`src/rtl/disk_req_arbiter.sv`:
```
// disk_req_arbiter: round-robin share of one host disk-service channel between two controllers.
// Optional DISK_ARB_STATS_EN adds saturating done/timeout/error counters on stats.
module disk_req_arbiter #(
  parameter int TO_WIDTH = 24,
  parameter logic [TO_WIDTH-1:0] TIMEOUT_CYCLES = 24'd12000000
) (
  input  logic        clk,
  input  logic        rst,
  input  logic        req0_valid,
  input  logic [1:0]  req0_op,
  input  logic [16:0] req0_cmd,
  output logic        req0_done,
  output logic        req0_err,
  output logic        req0_rd_stb,
  output logic        req0_wr_stb,
  input  logic [7:0]  req0_wr_data,
  input  logic        req1_valid,
  input  logic [1:0]  req1_op,
  input  logic [16:0] req1_cmd,
  output logic        req1_done,
  output logic        req1_err,
  output logic        req1_rd_stb,
  output logic        req1_wr_stb,
  input  logic [7:0]  req1_wr_data,
  output logic [31:0] host_cmd,
  output logic        host_cmd_valid,
  input  logic        host_done,
  input  logic        host_err,
  output logic        host_abort,
  input  logic        host_rd_stb,
  input  logic        host_wr_stb,
  output logic [7:0]  host_wr_data,
  output logic        busy,
  output logic [31:0] stats
);
  typedef enum logic [1:0] {IDLE, ISSUE, WAIT, COMPLETE} state_t;
  localparam logic [TO_WIDTH-1:0] TO_ONE = {{(TO_WIDTH-1){1'b0}}, 1'b1};
  localparam logic [TO_WIDTH-1:0] TO_LAST = TIMEOUT_CYCLES - TO_ONE;
  localparam bit TO_EN = TIMEOUT_CYCLES != '0;
  state_t state, state_nx;
  logic gid, last_grant, fresh, err0, err1, any, pick, gvalid, expire;
  logic [1:0] pick_op;
  logic [16:0] pick_cmd;
  logic [TO_WIDTH-1:0] cnt;
  assign any = req0_valid | req1_valid;
  // With both requesting, the one not served last wins.
  assign pick = (req0_valid && req1_valid) ? ~last_grant : req1_valid;
  assign pick_op = pick ? req1_op : req0_op;
  assign pick_cmd = pick ? req1_cmd : req0_cmd;
  assign gvalid = gid ? req1_valid : req0_valid;
  assign expire = TO_EN && cnt == TO_LAST;
  assign busy = state != IDLE;
  assign req0_err = err0;
  assign req1_err = err1;
  always_ff @(posedge clk or posedge rst)
    if (rst) state <= IDLE;
    else state <= state_nx;
  always_comb begin
    state_nx = state;
    case (state)
      IDLE:     state_nx = !any ? IDLE : (pick_op == 2'b11 ? COMPLETE : ISSUE);
      ISSUE:    state_nx = WAIT;
      WAIT:     state_nx = (host_done || expire) ? COMPLETE : WAIT;
      COMPLETE: state_nx = gvalid ? COMPLETE : IDLE;
      default:  state_nx = IDLE;
    endcase
    host_abort = state == WAIT && expire && !host_done;
    req0_done = state == COMPLETE && fresh && !gid;
    req1_done = state == COMPLETE && fresh && gid;
    req0_rd_stb = state == WAIT && !gid && host_rd_stb;
    req1_rd_stb = state == WAIT && gid && host_rd_stb;
    req0_wr_stb = state == WAIT && !gid && host_wr_stb;
    req1_wr_stb = state == WAIT && gid && host_wr_stb;
    host_wr_data = state == IDLE ? 8'h00 : (gid ? req1_wr_data : req0_wr_data);
  end
  always_ff @(posedge clk or posedge rst)
    if (rst) begin
      gid <= 1'b0;
      last_grant <= 1'b1;
      host_cmd <= '0;
      host_cmd_valid <= 1'b0;
      cnt <= '0;
      fresh <= 1'b0;
      err0 <= 1'b0;
      err1 <= 1'b0;
    end else begin
      fresh <= state != COMPLETE && state_nx == COMPLETE;
      if (state == IDLE && any) begin
        gid <= pick;
        host_cmd <= {5'b0, pick, pick_op, 7'b0, pick_cmd};
        if (pick) err1 <= pick_op == 2'b11;
        else err0 <= pick_op == 2'b11;
      end
      if (state == ISSUE) begin
        host_cmd_valid <= 1'b1;
        cnt <= '0;
      end
      if (state == WAIT) begin
        cnt <= cnt + TO_ONE;
        if (host_done || expire) begin
          host_cmd_valid <= 1'b0;
          if (gid) err1 <= host_done ? host_err : 1'b1;
          else err0 <= host_done ? host_err : 1'b1;
        end
      end
      if (state == COMPLETE && fresh) last_grant <= gid;
    end
`ifdef DISK_ARB_STATS_EN
  logic [7:0] done0_cnt, done1_cnt, to_cnt, err_cnt;
  always_ff @(posedge clk or posedge rst)
    if (rst) begin
      done0_cnt <= '0;
      done1_cnt <= '0;
      to_cnt <= '0;
      err_cnt <= '0;
    end else begin
      if (req0_done && done0_cnt != 8'hFF) done0_cnt <= done0_cnt + 8'd1;
      if (req1_done && done1_cnt != 8'hFF) done1_cnt <= done1_cnt + 8'd1;
      if (host_abort && to_cnt != 8'hFF) to_cnt <= to_cnt + 8'd1;
      if ((req0_done || req1_done) && (gid ? err1 : err0) && err_cnt != 8'hFF) err_cnt <= err_cnt + 8'd1;
    end
  assign stats = {err_cnt, to_cnt, done1_cnt, done0_cnt};
`else
  assign stats = 32'h0;
`endif
endmodule

```
`config.mk`:
```
export PLATFORM = sky130hd
export DESIGN_NAME = disk_req_arbiter
export DESIGN_NICKNAME = d
export VERILOG_FILES = /design/src/rtl/disk_req_arbiter.sv
export SDC_FILE = /design/constraint.sdc
export NUM_CORES = 1
export LEC_CHECK = 0
export CAP_MARGIN = 20
export CORE_ASPECT_RATIO = 1.5
export CORE_MARGIN = 3
export CORE_UTILIZATION = 34
export CTS_BUF_LIST = sky130_fd_sc_hd__clkbuf_16
export DETAILED_ROUTE_END_ITERATION = 6
export GPL_TIMING_DRIVEN = 1
export PLACE_DENSITY = 0.69
export SETUP_SLACK_MARGIN = 0.1
export SLEW_MARGIN = 20
export SYNTH_ARGS = -nofsm -noshare
export SYNTH_HDL_FRONTEND = slang
export SYNTH_SLANG_ARGS = --single-unit
```
`constraint.sdc`:
```
create_clock -name clk -period 2.1 [get_ports clk]
set_input_delay 0.315 -clock clk [delete_from_list [all_inputs] [get_ports clk]]
set_output_delay 0.315 -clock clk [all_outputs]
set_load 0.02 [all_outputs]
```
# Word level (Yosys, flattened, before mapping)
# Cells that the tools add are included.
# classes
n_bitwise	2
addsub	1
n_reduce_logical	20
mux	27
eq_ne	7
# op_table
cell	count
$mux W24	2
$add A24 B1 Y24 const B	1
$eq A24 B24 Y1 const B	1
$mux W1	17
$mux W17	1
$mux W8	2
$logic_and A1 B1 Y1	14
$eq A2 B2 Y1 const B	4
$mux W2	4
$pmux W2 S4	1
$reduce_bool A2 Y1	2
$eq A2 B1 Y1 const B	1
$logic_not A1 Y1	2
$logic_not A2 Y1	1
$ne A2 B2 Y1 const B	1
$logic_or A1 B1 Y1	1
$not A1 Y1	1
$or A1 B1 Y1	1
# word_totals
regBits	52
wordCells	66
in_bits	62

# Depth between registers and ports, before layout
# Gate-level depths: netlist of run 1.
# logic_depth
ltp_word	9
depth_mapped	8
ltp_nobuf	7

# Worst setup path after synthesis of run 1
# No wires, ideal clock.
# synth_path
path_type	reg2out
start	register cnt[0]
end	output port host_abort
path_buffers	0
arrival_ps	1661
stages_incl_launch_ff	5
path_slack_ps	124
cell_sequence	dfrtp_1 -> ha_1 -> nand4_1 -> or3_1 -> nor4_1
# synth_via
elab_chain_len	3
# synth_rtl
item	line	source
from (decl)	44	logic [TO_WIDTH-1:0] cnt;
from (signal assigned)	99	cnt <= cnt + TO_ONE;
$eq A24 B24 Y1	51	assign expire = TO_EN && cnt == TO_LAST;
$logic_and A1 B1 Y1 (2 in series)	67	host_abort = state == WAIT && expire && !host_done;
to (decl)	29	output logic host_abort,
# Every way passes these cells.

# Worst setup path after layout of run 1
# Same ends and word-level chain as after synthesis.

==> metrics.md, run 1 <==
| Metric | Value |
|---|---|
| Gpl congestion | 0.855 |
| Synth Area per Inst | 8.99 sq um |
| Die width | 83.2 microns |
| Buffers on Ports | 100 |
| FF+latch area | 1280 sq um |
| Synth Cell Area | 3040 sq um |
| Routed vias | 2709 |
| Maximum VDD drop | 0.752 mV |
| Worst slew margin | 0.629 |
| Gate power share | 0.524 |
| Largest net degree at the start of global routing | 52 |
| DRC viols | 0 |
| Mapped Cells | 338 |
| Clk_lat worst skew | 0.29 ns |
| Startpoint Class | flip-flop |
| Fin cells | 571 |
| Power Total | 4.96 mW |
| Initial core utilization | 0.355 |
| CP max stage cell | dfrtp_1 |
| P_sw | 2.06 mW |
| Fmax | 503 MHz |
| H-tree levels | 2 |
| CP Class | flip-flop to output port |
| # fillers | 809 |
| Min cycle time layout | 1.99 ns |
| Clock Skews | 0.00972 ns |
| Via density | 4.74 |
| # clock sinks | 51 |
| EDFF count, synth | 0 |
| Final nets | 530 |
| Initial antenna violation count | 0 |
| Synth area leaders | dfrtp_1 41%, buf_4 11%, nand2_1 6.2% |
| Routed WL per cell | 14.0 microns |
| Max Cap Viol | 0 |
| DPL Wire Length | 6.24 mm |
| Num rows | 41 |
| Chip Height | 122 microns |
| Worst Setup SP | cnt[0]$_DFFE_PP0P_ |
| # diodes | 0 |
| FF-to-FF setup slack | 0.27 ns |
| Synth Register Bits | 51 |
| Max-slew violations | 0 |
| Ys async rst share | 1.00 |
| CTS Buffer Depth | 2 |
| Crit path cell chain | ha_1 > nand4_1 > or3_1 > nor4_1 > buf_2 |
| Int Pwr | 2.90 mW |
| Reg clk slew, reported paths | 0.07 ns |
| Synth top area share | 0.412 |
| Top_reg_cell synth | dfrtp_1 |
| Final hold violations | 0 |
| Worst-case reg-to-reg path depth | 7 |
| Final wirelength | 8.00 mm |
| DRT iter0 DRCs | 243 |
| Final count of negative-setup-slack endpoints | 0 |
| Remaining antenna violation count | 0 |
| Fin crit share | 0.947 |
| Critical Path Sink Type | output port |
| R2R Path End | cnt[22]$_DFFE_PP0P_ |
| Drt first pass iters | 5 |
| Die Area | 10100 sq um |
| Crit-path max cell delay | 0.37 ns |
| Cts bufs inserted | 5 |
| Arr. time, crit path | 1.67 ns |
| Sw Ratio | 0.416 |
| Sequential share of power | 0.286 |
| Crit path to | host_abort |
| LEAKAGE | 2.05 nW |
| CTS tree | done |
| CTS hold repair buffers | 0 |
| Vias in the first global route | 2804 |
| Post-CTS Setup Bufs | 0 |
| Top post-synthesis cells by count | 50 x dfrtp_1, 50 x nand2_1, 45 x buf_4, 30 x nor2_1, 15 x mux2i_1 |
| Overall global routing resource usage | 0.162 |
| Share of layout cells above drive strength 1 | 0.159 |
| Critical R2R Launch | cnt[0]$_DFFE_PP0P_ |
| Sequential-to-total area share from yosys stat | 0.420 |
| Dpl cells | 563 |
| Yosys warns | 0 |
| Core ar. | 8570 sq um |
| Crit Path Max Fanout | 2 |
| Status | finished clean |
| RSZ-0062 raised after global routing | yes |
| Clock share of power | 0.190 |
| Grt total ovfl | 0 |
| Area Growth Syn to Fin | 42.9% |
| First-pass GRT wire length | 13.4 mm |
| Slew @ Worst Pin | 0.556 ns |
| Hold WC Path Type | input pin to asynchronous set/reset pin |
| Req. time, crit path | 1.78 ns |
| Multi-input logic area | 1520 sq um |
| Cell accounting for the most synthesized area | dfrtp_1 |
| Total I/O pin count | 145 |
| Root cell of the clock tree | clkbuf_16 |
| Synth cell types | 45 |
| Power density cells | 1140 nW/um^2 |
[stage by stage]
step	worst slack (ns)	hold slack [ns]	cell area [sq um]	utilization	setup TNS [ns]
3_3_place_gp	-0.00837	0.449	4220	0.492	-0.00837
4_1_cts	0.0967	0.388	4370	0.510	0
3_5_place_dp	-0.0290	0.456	4220	0.492	-0.0290
6_report	0.111	0.376	4340	0.507	0
5_1_grt	0.0158	0.397	4340	0.507	0
2_1_floorplan	0.124	0.438	3200	-	0
[flip-flops by register name (all words and copies together) (netlist names)]
signal,cells
gid,1
state,2
host_cmd_valid,1
fresh,1
req0_err,1
host_cmd,19
req1_err,1
cnt,24
last_grant,1
[layer usage]
layer,up-vias,global-route usage,part of all wire
li1,1322,-,-
met1,1284,0.183,0.37
met2,95,0.299,0.55
met3,8,0.0372,0.071
met4,0,0.0542,0.014
met5,-,0,0
[worst min path at each step]
stage	end	from	depth (start not counted)	slack (ns)
after floorplan	host_cmd[10]$_DFFE_PP0P_	req0_cmd[10]	2	0.44
after global placement	host_cmd[12]$_DFFE_PP0P_	host_cmd[12]$_DFFE_PP0P_	2	0.45
after detailed placement	host_cmd[12]$_DFFE_PP0P_	host_cmd[12]$_DFFE_PP0P_	2	0.46
after CTS	cnt[22]$_DFFE_PP0P_	rst	3	0.39
after global routing	cnt[22]$_DFFE_PP0P_	rst	3	0.40
final	cnt[22]$_DFFE_PP0P_	rst	3	0.38
[timing repair]
item / 4_1_cts / 5_1_grt
endpoints found under the hold margin: 0 / 0
gates resized for setup: 23 / 27
setup endpoints to repair: 16 / 18
[power groups by stage]
stage | Sequential, mW | Clock [mW] | Combinational (mW)
final | 1.42 | 0.941 | 2.59
after global routing | 1.46 | 1.01 | 2.85
after CTS | 1.42 | 0.973 | 2.64
after detailed placement | 1.43 | 0 | 2.70
after global placement | 1.42 | 0 | 2.67
after floorplan | 1.67 | 0 | 1.31
[worst max-delay path: cells and delay by family, from the launching register on]
family                   cells  cell delay, ns
buffers and inverters        1            0.21
flip-flops                   1            0.37
AND/OR/NAND/NOR              3            0.64
adder cells (fa/ha/maj)      1            0.18
[kinds of logic (layout without fill, tap and decap cells)]
family | count (synthesis) | count (layout) | synth area share
simple gates | 129 | 129 | 0.203
buf+inv | 68 | 151 | 0.141
compound gates | 54 | 54 | 0.120
flops | 51 | 51 | 0.420
mux | 16 | 16 | 0.0531
xor+xnor | 14 | 14 | 0.0403
fa+ha+maj | 5 | 5 | 0.0206
other cells | 1 | 44 | 0.00123
[cells in the final DEF, fill, tap and decap left out, types with 2 or more instances in the layout]
cell,instances
clkdlybuf4s50_1,84
nand2_1,50
dfrtp_1,50
conb_1,44
buf_4,34
nor2_1,28
mux2i_1,15
a32oi_1,12
clkbuf_2,12
nand4_1,10
o21ai_0,10
xor2_1,10
nand3_1,9
and3_1,8
a21oi_1,7
o21ai_1,6
inv_1,6
clkbuf_16,5
and2_1,4
xnor2_1,4
a31oi_1,4
ha_1,4
nor2_2,3
or3_1,3
o31ai_1,3
nor3_1,3
dlygate4sd2_1,3
nand3_2,2
inv_2,2
a21o_1,2
o2bb2ai_1,2
nor4_1,2
[final cells by class]
| type | count | share of cell area |
|---|---|---|
| tap | 107 | 0.0308 |
| sequential | 51 | 0.294 |
| multi-input combinational | 262 | 0.351 |
| clock inverter | 3 | 0.0107 |
| clock buffer | 5 | 0.0288 |
| inverter | 8 | 0.00691 |
| timing repair buffer | 135 | 0.278 |
Power figures use the tool's default switching activity.
==> run 2: changes to the inputs <==
--- a/config.mk
+++ b/config.mk
@@ -8,11 +8,11 @@
 export CAP_MARGIN = 20
 export CORE_ASPECT_RATIO = 1.5
 export CORE_MARGIN = 3
-export CORE_UTILIZATION = 34
+export CORE_UTILIZATION = 41
 export CTS_BUF_LIST = sky130_fd_sc_hd__clkbuf_16
 export DETAILED_ROUTE_END_ITERATION = 6
 export GPL_TIMING_DRIVEN = 1
-export PLACE_DENSITY = 0.69
+export PLACE_DENSITY = 0.8
 export SETUP_SLACK_MARGIN = 0.1
 export SLEW_MARGIN = 20
 export SYNTH_ARGS = -nofsm -noshare
==> metrics.md, run 2 (synthesis results as in run 1) <==
| Metric | Value |
|---|---|
| Fmax | 506 MHz (+0.74%) |
| Maximum VDD drop | 0.722 mV (-4.0%) |
| Crit Path Max Fanout | 2 (unchanged) |
| CTS Buffer Depth | 2 (unchanged) |
| Root cell of the clock tree | clkbuf_16 |
| Worst hold slack | 0.300 ns (-0.0760 ns) |
| Vias in the first global route | 2734 (-2.5%) |
| Die Area | 8500 sq um (-16%) |
| Min cycle time layout | 1.97 ns (-0.0146 ns) |
| Final hold violations | 0 (unchanged) |
| Remaining antenna violation count | 0 (unchanged) |
| DRT iter0 DRCs | 96 (-60%) |
| Commonest non-fill, non-tap cell in the layout | clkdlybuf4s50_1 |
| Drt first pass iters | 4 (-1) |
| DRC viols | 0 (unchanged) |
| GR Util met1 | 0.179 (-0.00464) |
| Req. time, crit path | 1.78 ns (about the same) |
| Dpl cells | 555 (-1.4%) |
| M3 GR Usage | 0.0591 (+0.0218) |
| RSZ-0062 raised after global routing | yes |
| Startpoint Class | flip-flop |
| Final core occ | 0.619 (+0.112) |
| Worst-case reg-to-reg path depth | 7 (unchanged) |
| Area Growth Syn to Fin | 43.3% |
| Initial core utilization | 0.432 (+0.0771) |
| Grt total ovfl | 0 (unchanged) |
| Chip Height | 111 microns (-8.5%) |
| First-pass GRT wire length | 12.8 mm (-4.1%) |
| Worst Setup SP | cnt[0]$_DFFE_PP0P_ |
| Via density | 4.99 (+5.3%) |
| Overall global routing resource usage | 0.189 (+0.0265) |
| FF-to-FF setup slack | 0.23 ns (-0.04 ns) |
| Final wirelength | 8.25 mm (+3.0%) |
| CP Class | flip-flop to output port |
| Setup tns final | 0 ns (unchanged) |
| Fin crit share | 0.940 (-0.00695) |
| Gr busiest metal | met2 |
| Share of layout cells above drive strength 1 | 0.139 (-0.0200) |
| H-tree levels | 2 (unchanged) |
| Largest net degree at the start of global routing | 30 (-42%) |
| Top Registers | cnt (24), host_cmd (19), state (2) |
| Arr. time, crit path | 1.66 ns (about the same) |
| Max reg flops | 24 (unchanged) |
| Post-place setup slack | -0.0722 ns (-0.0432 ns) |
| Core ar. | 7040 sq um (-18%) |
| Initial antenna violation count | 0 (unchanged) |
| Final count of negative-setup-slack endpoints | 0 (unchanged) |
| Clock Skews | 0.00605 ns (-0.00366 ns) |
| Num rows | 37 (-9.8%) |
| CTS tree | done |
| # diodes | 0 (unchanged) |
| Max-slew violations | 0 (unchanged) |
| Critical R2R Launch | cnt[0]$_DFFE_PP0P_ |
| Routed WL per cell | 14.6 microns (+4.5%) |
| Gpl congestion | 0.954 (+12%) |
| Clk_lat worst skew | 0.29 ns (about the same) |
| Routed vias | 2812 (+3.8%) |
| Total I/O pin count | 145 (unchanged) |
| Top reg by flops | cnt |
| Cts bufs inserted | 5 (unchanged) |
| DPL Wire Length | 6.58 mm (+5.4%) |
| Met2 usage | 0.375 (+0.0754) |
| Reg clk slew, reported paths | 0.07 ns (about the same) |
| Max Cap Viol | 0 (unchanged) |
| Commonest non-fill, non-tap cells in the layout | 84 x clkdlybuf4s50_1, 50 x nand2_1, 50 x dfrtp_1 |
| Critical Path Sink Type | output port |
| LEAKAGE | 2.07 nW (+0.98%) |
| Buffers on Ports | 100 (unchanged) |
| Status | finished clean |
| Hold WC Path Type | input pin to asynchronous set/reset pin |
| Power density cells | 1120 nW/um^2 (-1.4%) |
| Post-CTS Setup Bufs | 0 (unchanged) |
| Fin cells | 563 (-1.4%) |
| Post-route setup slack | 0.125 ns (+0.0146 ns) |
| # clock sinks | 51 (unchanged) |
| Die width | 76.3 microns (-8.3%) |
| Final nets | 532 (+0.38%) |
[run 2: path summary, 6_finish.rpt]
check | to
min in group clk | host_cmd[10]$_DFFE_PP0P_
hold / removal | cnt[23]$_DFFE_PP0P_
max in group asynchronous | cnt[0]$_DFFE_PP0P_
setup reg to reg | cnt[22]$_DFFE_PP0P_
hold reg to reg | host_cmd[10]$_DFFE_PP0P_
setup / recovery | host_abort
[run 2: routing by layer]
layer,wire length [microns],vias up
met5,0,-
met3,773,7
met1,2750,1334
met2,4610,136
li1,-,1335
met4,114,0
[run 2: where the power goes]
part | switching [mW] | internal (mW)
registers | 0.167 | 1.26
logic | 1.55 | 1.15
clock network | 0.339 | 0.429
[run 2: area by class of cell]
type | instances | area, sq um
clock inverters | 3 | 11.3
well taps | 97 | 121
flip-flops and latches | 51 | 1280
multi-input cells | 262 | 1530
repair buffers | 137 | 1260
inverters | 8 | 30.0
fillers | 615 | 2680
clock buffers | 5 | 125
[run 2: critical path, cell delays in order (launching register included)]
cell,delay [ns]
dfrtp_1,0.36
ha_1,0.18
nand4_1,0.14
or3_4,0.37
nor4_2,0.13
buf_2,0.20
[run 2: per-stage QoR]
stage	instance area [sq um]	power [mW]
finish	4350	4.90
global route	4350	5.20
CTS	4350	4.91
detailed placement	4210	4.14
global placement	4210	4.09
floorplan	3200	2.98
[run 2: what timing repair did]
item | 4_1_cts | 5_1_grt
hold buffers | 0 | 0
endpoints found under the setup margin | 16 | 6
gates resized for setup | 29 | 7
